==> src/rtl/led_seq_ctrl.sv <==
// led_seq_ctrl: per-LED blink/flash sequencer that
// pushes changed LED vectors to the SR driver via go/ready.
module led_seq_ctrl #(
  parameter int          N_LEDS       = 4,
  parameter int          TICK_DIV     = 32768,
  parameter logic [15:0] SLOW_PATTERN = 16'hf0f0,
  parameter logic [15:0] FAST_PATTERN = 16'haaaa,
  parameter int          FLASH_TICKS  = 64
) (
  input  logic                clk,
  input  logic                rst,
  input  logic [3*N_LEDS-1:0] led_mode,
  input  logic [N_LEDS-1:0]   led_trig,
  input  logic                force_upd,
  output logic [N_LEDS-1:0]   led_out,
  output logic [N_LEDS-1:0]   sr_val,
  output logic                sr_go,
  input  logic                sr_rdy
);

  localparam int PW = $clog2(TICK_DIV);
  localparam logic [PW-1:0] PMAX = PW'(TICK_DIV - 1);
  localparam logic [7:0] FLEN = 8'(FLASH_TICKS);

  typedef enum logic {
    IDLE,
    PEND
  } state_t;

  state_t state;
  state_t state_n;

  logic [PW-1:0]     presc;
  logic [9:0]        cycle;
  logic              tick;
  logic [3:0]        phase;
  logic              blink_slow;
  logic              blink_fast;
  logic [7:0]        flash_cnt [N_LEDS];
  logic [N_LEDS-1:0] led_new;
  logic [N_LEDS-1:0] sr_val_n;
  logic [N_LEDS-1:0] last_sent;
  logic [N_LEDS-1:0] last_sent_n;
  logic              sr_go_n;
  logic              sent_valid;
  logic              sent_valid_n;
  logic              force_flag;
  logic              force_n;
  logic              start;

  assign tick       = (presc == PMAX);
  assign phase      = cycle[9:6];
  assign blink_slow = SLOW_PATTERN[phase];
  assign blink_fast = FAST_PATTERN[phase];

  // prescaler and the tick-driven phase counter
  always_ff @(posedge clk or posedge rst) begin
    if (rst) begin
      presc <= '0;
      cycle <= '0;
    end else begin
      presc <= tick ? '0 : presc + 1'b1;
      if (tick) cycle <= cycle + 10'd1;
    end
  end

  // one-shot flash counters; a trigger reload beats the decrement
  always_ff @(posedge clk or posedge rst) begin
    if (rst) begin
      for (int i = 0; i < N_LEDS; i++)
        flash_cnt[i] <= '0;
    end else begin
      for (int i = 0; i < N_LEDS; i++) begin
        if (led_trig[i])
          flash_cnt[i] <= FLEN;
        else if (tick && flash_cnt[i] != 8'd0)
          flash_cnt[i] <= flash_cnt[i] - 8'd1;
      end
    end
  end

  // mode/pattern decode into the candidate LED vector
  always_comb begin
    led_new = '0;
    for (int i = 0; i < N_LEDS; i++) begin
      case (led_mode[3*i +: 3])
        3'd0:    led_new[i] = 1'b0;
        3'd2:    led_new[i] = blink_slow;
        3'd3:    led_new[i] = blink_fast;
        3'd4:    led_new[i] = ~blink_slow;
        3'd5:    led_new[i] = ~blink_fast;
        3'd6:    led_new[i] = (flash_cnt[i] != 8'd0);
        default: led_new[i] = 1'b1;
      endcase
    end
  end

  // LED vector only moves on a tick
  always_ff @(posedge clk or posedge rst) begin
    if (rst)       led_out <= '0;
    else if (tick) led_out <= led_new;
  end

  // handshake state and send bookkeeping registers
  always_ff @(posedge clk or posedge rst) begin
    if (rst) begin
      state      <= IDLE;
      sr_val     <= '0;
      sr_go      <= 1'b0;
      last_sent  <= '0;
      sent_valid <= 1'b0;
      force_flag <= 1'b0;
    end else begin
      state      <= state_n;
      sr_val     <= sr_val_n;
      sr_go      <= sr_go_n;
      last_sent  <= last_sent_n;
      sent_valid <= sent_valid_n;
      force_flag <= force_n;
    end
  end

  // send decision, coalescing and acceptance
  always_comb begin
    state_n      = state;
    sr_val_n     = sr_val;
    sr_go_n      = sr_go;
    last_sent_n  = last_sent;
    sent_valid_n = sent_valid;
    start        = 1'b0;
    case (state)
      IDLE: begin
        if (tick && (led_new != last_sent ||
                     !sent_valid || force_flag)) begin
          start    = 1'b1;
          sr_val_n = led_new;
          sr_go_n  = 1'b1;
          state_n  = PEND;
        end
      end
      PEND: begin
        if (sr_go && sr_rdy) begin
          last_sent_n  = sr_val;
          sent_valid_n = 1'b1;
          sr_go_n      = 1'b0;
          state_n      = IDLE;
        end else if (tick) begin
          sr_val_n = led_new;
        end
      end
    endcase
    // a request arriving as a send starts stays pending
    force_n = (force_flag & ~start) | force_upd;
  end

endmodule

==> config.mk <==
export PLATFORM = sky130hd
export DESIGN_NAME = led_seq_ctrl
export DESIGN_NICKNAME = d
export VERILOG_FILES = /design/src/rtl/led_seq_ctrl.sv
export SDC_FILE = /design/constraint.sdc
export NUM_CORES = 1
export LEC_CHECK = 0
export ABC_AREA = 1
export BUFFER_PORTS_ARGS = -buffer_cell sky130_fd_sc_hd__clkbuf_2
export CAP_MARGIN = 15
export CORE_MARGIN = 8
export CORE_UTILIZATION = 45
export CTS_CLUSTER_SIZE = 40
export DETAILED_ROUTE_END_ITERATION = 8
export PLACE_DENSITY_LB_ADDON = 0.15
export SYNTH_ARGS = -nofsm -noshare
export SYNTH_HDL_FRONTEND = slang
export SYNTH_SLANG_ARGS = --single-unit
==> constraint.sdc <==
create_clock -name clk -period 3.45 [get_ports clk]
set_input_delay 0.345 -clock clk [delete_from_list [all_inputs] [get_ports clk]]
set_output_delay 0.345 -clock clk [all_outputs]
set_load 0.1 [all_outputs]
==> reports/summary.md <==
The worst setup path is of the flip-flop to flip-flop kind. The total power of the final layout is 1.69 mW, and the DRC violation total after the first TritonRoute iteration is 189. In this run the worst path has a maximum fanout of 14. The maximum level of the CTS H-tree is 3, and the final-layout fill cell count is 813. For the weighted congestion at the end of routability-driven global placement, the log shows 0.838. The initial standard-cell utilization of the core was 0.461; the leakage dissipation was 2.21 nW.

Counting instances in the post-synthesis netlist gives the leading cell types as nand2_1 (110), dfrtp_1 (72), inv_1 (67), nor2_1 (59), nand3_1 (42). The synthesized area divided by synthesized cell count is 7.98 um^2. Once the clock tree was built, the resizer swapped 0 gates to a different size. The HPWL reported at the end of detailed placement came out at 5870 um.

For the number of search-and-repair iterations in the first detailed-routing pass, the log shows 4. Pin count of the biggest net entering global routing: 44. The post-layout instance count excluding filler cells is 620, and the first-pass GRT wire length is 14,000 um. For the count of endpoints failing setup in the final report, the log shows 0.

Largest area contributor in the synthesized netlist: dfrtp_1. The routed layout has 3,066 vias. Relative to the synthesized area, the layout overhead comes to 12.8%. Once the clock tree was built, the setup fixing pass inserted 0 buffers. At the pin with the least slew margin, the transition time is 0.936 ns.

Summed negative setup slack over all endpoints: 0 ns. For this run, design rule violations remaining after detail routing come to 0. The count of endpoints failing hold in the final timing report was 0. The tools report the placeable core region as 8130 um^2. Setup repair after global routing left no endpoint under its margin. The worst slew slack as a fraction of its limit came out at 0.375. Clock tree synthesis selected as its root buffer the cell clkbuf_8. The clock reaches the later pin of the worst-skew pair after 0.34 ns. By area the synthesized netlist is led by dfrtp_1 (48%), nand2_1 (11%), inv_1 (6.7%).

The run gives 1.26 mW as the cell-internal power. After detailed routing, the average wire length per cell comes to 12.7 um. The run gives 4230 um^2 as the post-route cell area.

The fraction of the yosys area taken by sequential cells was 0.481; the initial antenna violation count was 0. The tools report the element type at the critical path end as a flip-flop. In this run the vertical extent of the chip is 107 um.

The logs give 0 for the remaining global-route overflow and 604 for the count of placed standard cells including taps. The number of global-route vias before repair came out at 3,170. The flow ran to the end, and the final reports show no timing, DRC or antenna violations. Across the run, the number of max-cap violations was 0. After detailed routing, the total wire length is 7880 um. Across the routed clock network, the largest skew measured is 0.0124 ns.

The number of clock buffers added by TritonCTS is 9. The count of nets left with antenna violations once routing finished came out at 0. Synthesis handed over a netlist of 470 instances. After clock tree synthesis, the flow added hold-fix buffers numbering 0. IR analysis of the VDD net gives a maximum drop of 178 uV. The part of the cycle the worst path needs was 0.673. In the routed layout, each cell is associated on average with a via count of 4.95.

The placed instances occupy a cell area of 4030 um^2. After synthesis, the netlist uses 27 different library cells. Port buffering added 28 buffers.

The width of the chip is 107 um, and the number of clock sinks seen by CTS is 72. The tools report the cell area after synthesis as 3750 um^2. The class of the tightest hold or removal check is input port to asynchronous set/reset pin. The setup check on the worst reg-to-reg path leaves a slack of 1.13 ns.

The synthesized design contains 0 enable-type register cells. The clock-pin slew on the worst setup and hold paths was 0.08 ns. Counting every net in the synthesized netlist gives 497. The register bit total from synthesis was 72; the footprint of the multi-input gates was 1680 um^2. The share of synthesized flip-flops with an asynchronous set or reset is 1.00, and the die outline area is 11,500 um^2. For the worst endpoint data arrival time, the log shows 2.54 ns.

The power share of the combinational group was 0.089. Power density normalized to cell area: 400 nW/um^2. The total inserted antenna cells is 0, and the top-area cell type share of the netlist area is 0.481.

The tools report the reg-to-reg critical path startpoint as presc[0]. Static timing analysis puts the maximum clock frequency at 431 MHz. The share of total power consumed by net switching is 0.255. The fraction of final layout cells sized beyond drive strength 1 works out to 0.111.

The clock power share came out at 0.400. nand2_1 is the most common cell in the netlist. The number of pins exceeding their max-slew limit in the final report was 0. The most used flip-flop cell after synthesis is dfrtp_1. For the worst hold slack, the log shows 0.188 ns. The row count came out at 33. Yosys printed 0 warnings. The endpoint identified for the worst register-to-register timing path is flash_cnt[20].

The number of buffers between clock root and the deepest sink is 2. TritonCTS built the clock tree. The sequential cells in the finished layout cover a total of 1800 um^2. After the last flow step, the layout net total stands at 537. The sequential share of power was 0.511; the count of cells along the worst register-to-register path was 12. The kind of start point of the critical path is a flip-flop. For this design the total switching power over the nets is 431 uW. The tools report the data required time of the critical path as 3.67 ns. The number of top-level pins was 29. The global-route usage over all layers was 0.149. The final critical delay including setup and external delays is 2.32 ns.
-- worst max-delay path, stage by stage, from the launching register on --
cell and delay [ns]:
dfrtp_1 0.39, ha_1 0.21, nand3_2 0.10, nor2_1 0.12, nand2_2 0.13, nor4_4 0.31, nand3_4 0.21, clkinv_2 0.23
nand2_2 0.16, nand2_2 0.14, inv_1 0.09, nand2_1 0.07, o31ai_1 0.06
-- metal layers --
layer	wire, um	track usage	vias up	part of all wire
li1	-	-	1597	-
met1	3840	0.190	1426	0.49
met2	3720	0.241	39	0.47
met3	269	0.0299	4	0.034
met4	53	0.0573	0	0.0067
met5	0	0	-	0
-- flip-flops by register name, summed over array words and instances, names as in the netlist --
register    count
sr_go           1
sr_val          4
flash_cnt      32
sent_valid      1
cycle           9
last_sent       4
state           1
led_out         4
presc          15
force_flag      1
-- through the flow --
stage | setup slack (ns) | util
after floorplan | 1.28 | -
after global placement | 1.14 | 0.495
after detailed placement | 1.10 | 0.495
after CTS | 1.09 | 0.520
after global routing | 0.885 | 0.520
final | 1.13 | 0.520
-- kinds of logic (layout without fill, tap and decap cells) --
logic type	count (synthesis)	in the layout	share of synthesized area
buffers and inverters	70	115	0.0708
adder cells (fa/ha/maj)	7	7	0.0234
XOR/XNOR	21	21	0.0491
AO/OA/AOI/OAI	62	62	0.0961
AND/OR/NAND/NOR	238	238	0.280
flip-flops	72	72	0.481
-- area by class of cell --
cell class	count	share of cell area
clock buffer	11	0.0334
clock inverter	5	0.0133
inverter	69	0.0616
multi-input combinational	328	0.398
sequential	72	0.426
tap	105	0.0311
timing repair buffer	30	0.0367
-- power by group through the flow --
stage | Combinational [mW] | Sequential [mW] | Clock (mW)
3_3_place_gp | 0.149 | 0.880 | 0
5_1_grt | 0.178 | 0.865 | 0.731
3_5_place_dp | 0.152 | 0.880 | 0
4_1_cts | 0.153 | 0.864 | 0.693
2_1_floorplan | 0.106 | 0.879 | 0
6_report | 0.151 | 0.864 | 0.677
-- how the worst max path moves through the flow --
stage | start | to | slack (ns)
2_1_floorplan | rst | cycle[0] | 1.28
3_3_place_gp | presc[0] | flash_cnt[20] | 1.14
3_5_place_dp | presc[0] | flash_cnt[23] | 1.10
4_1_cts | presc[0] | flash_cnt[20] | 1.09
5_1_grt | presc[0] | flash_cnt[21] | 0.89
6_report | presc[0] | flash_cnt[20] | 1.13
-- placed cells by master (no fill, tap or decap), drive strengths merged --
cell	netlist	final
xnor2	7	7
xor2	14	14
nand3	44	44
a31oi	4	4
nor3b	2	2
clkinvlp	0	1
o211ai	4	4
dfrtp	72	72
clkbuf	0	39
a211oi	3	3
nand2	116	116
o31ai	10	10
nand4	3	3
clkinv	2	5
bufinv	0	1
buf	1	2
a21o	1	1
ha	7	7
a21oi	15	15
nand3b	1	1
nor3	10	10
o21ai	25	25
inv	67	67
nor2	59	59
nor4	3	3
(Power assumes the default switching activity.)
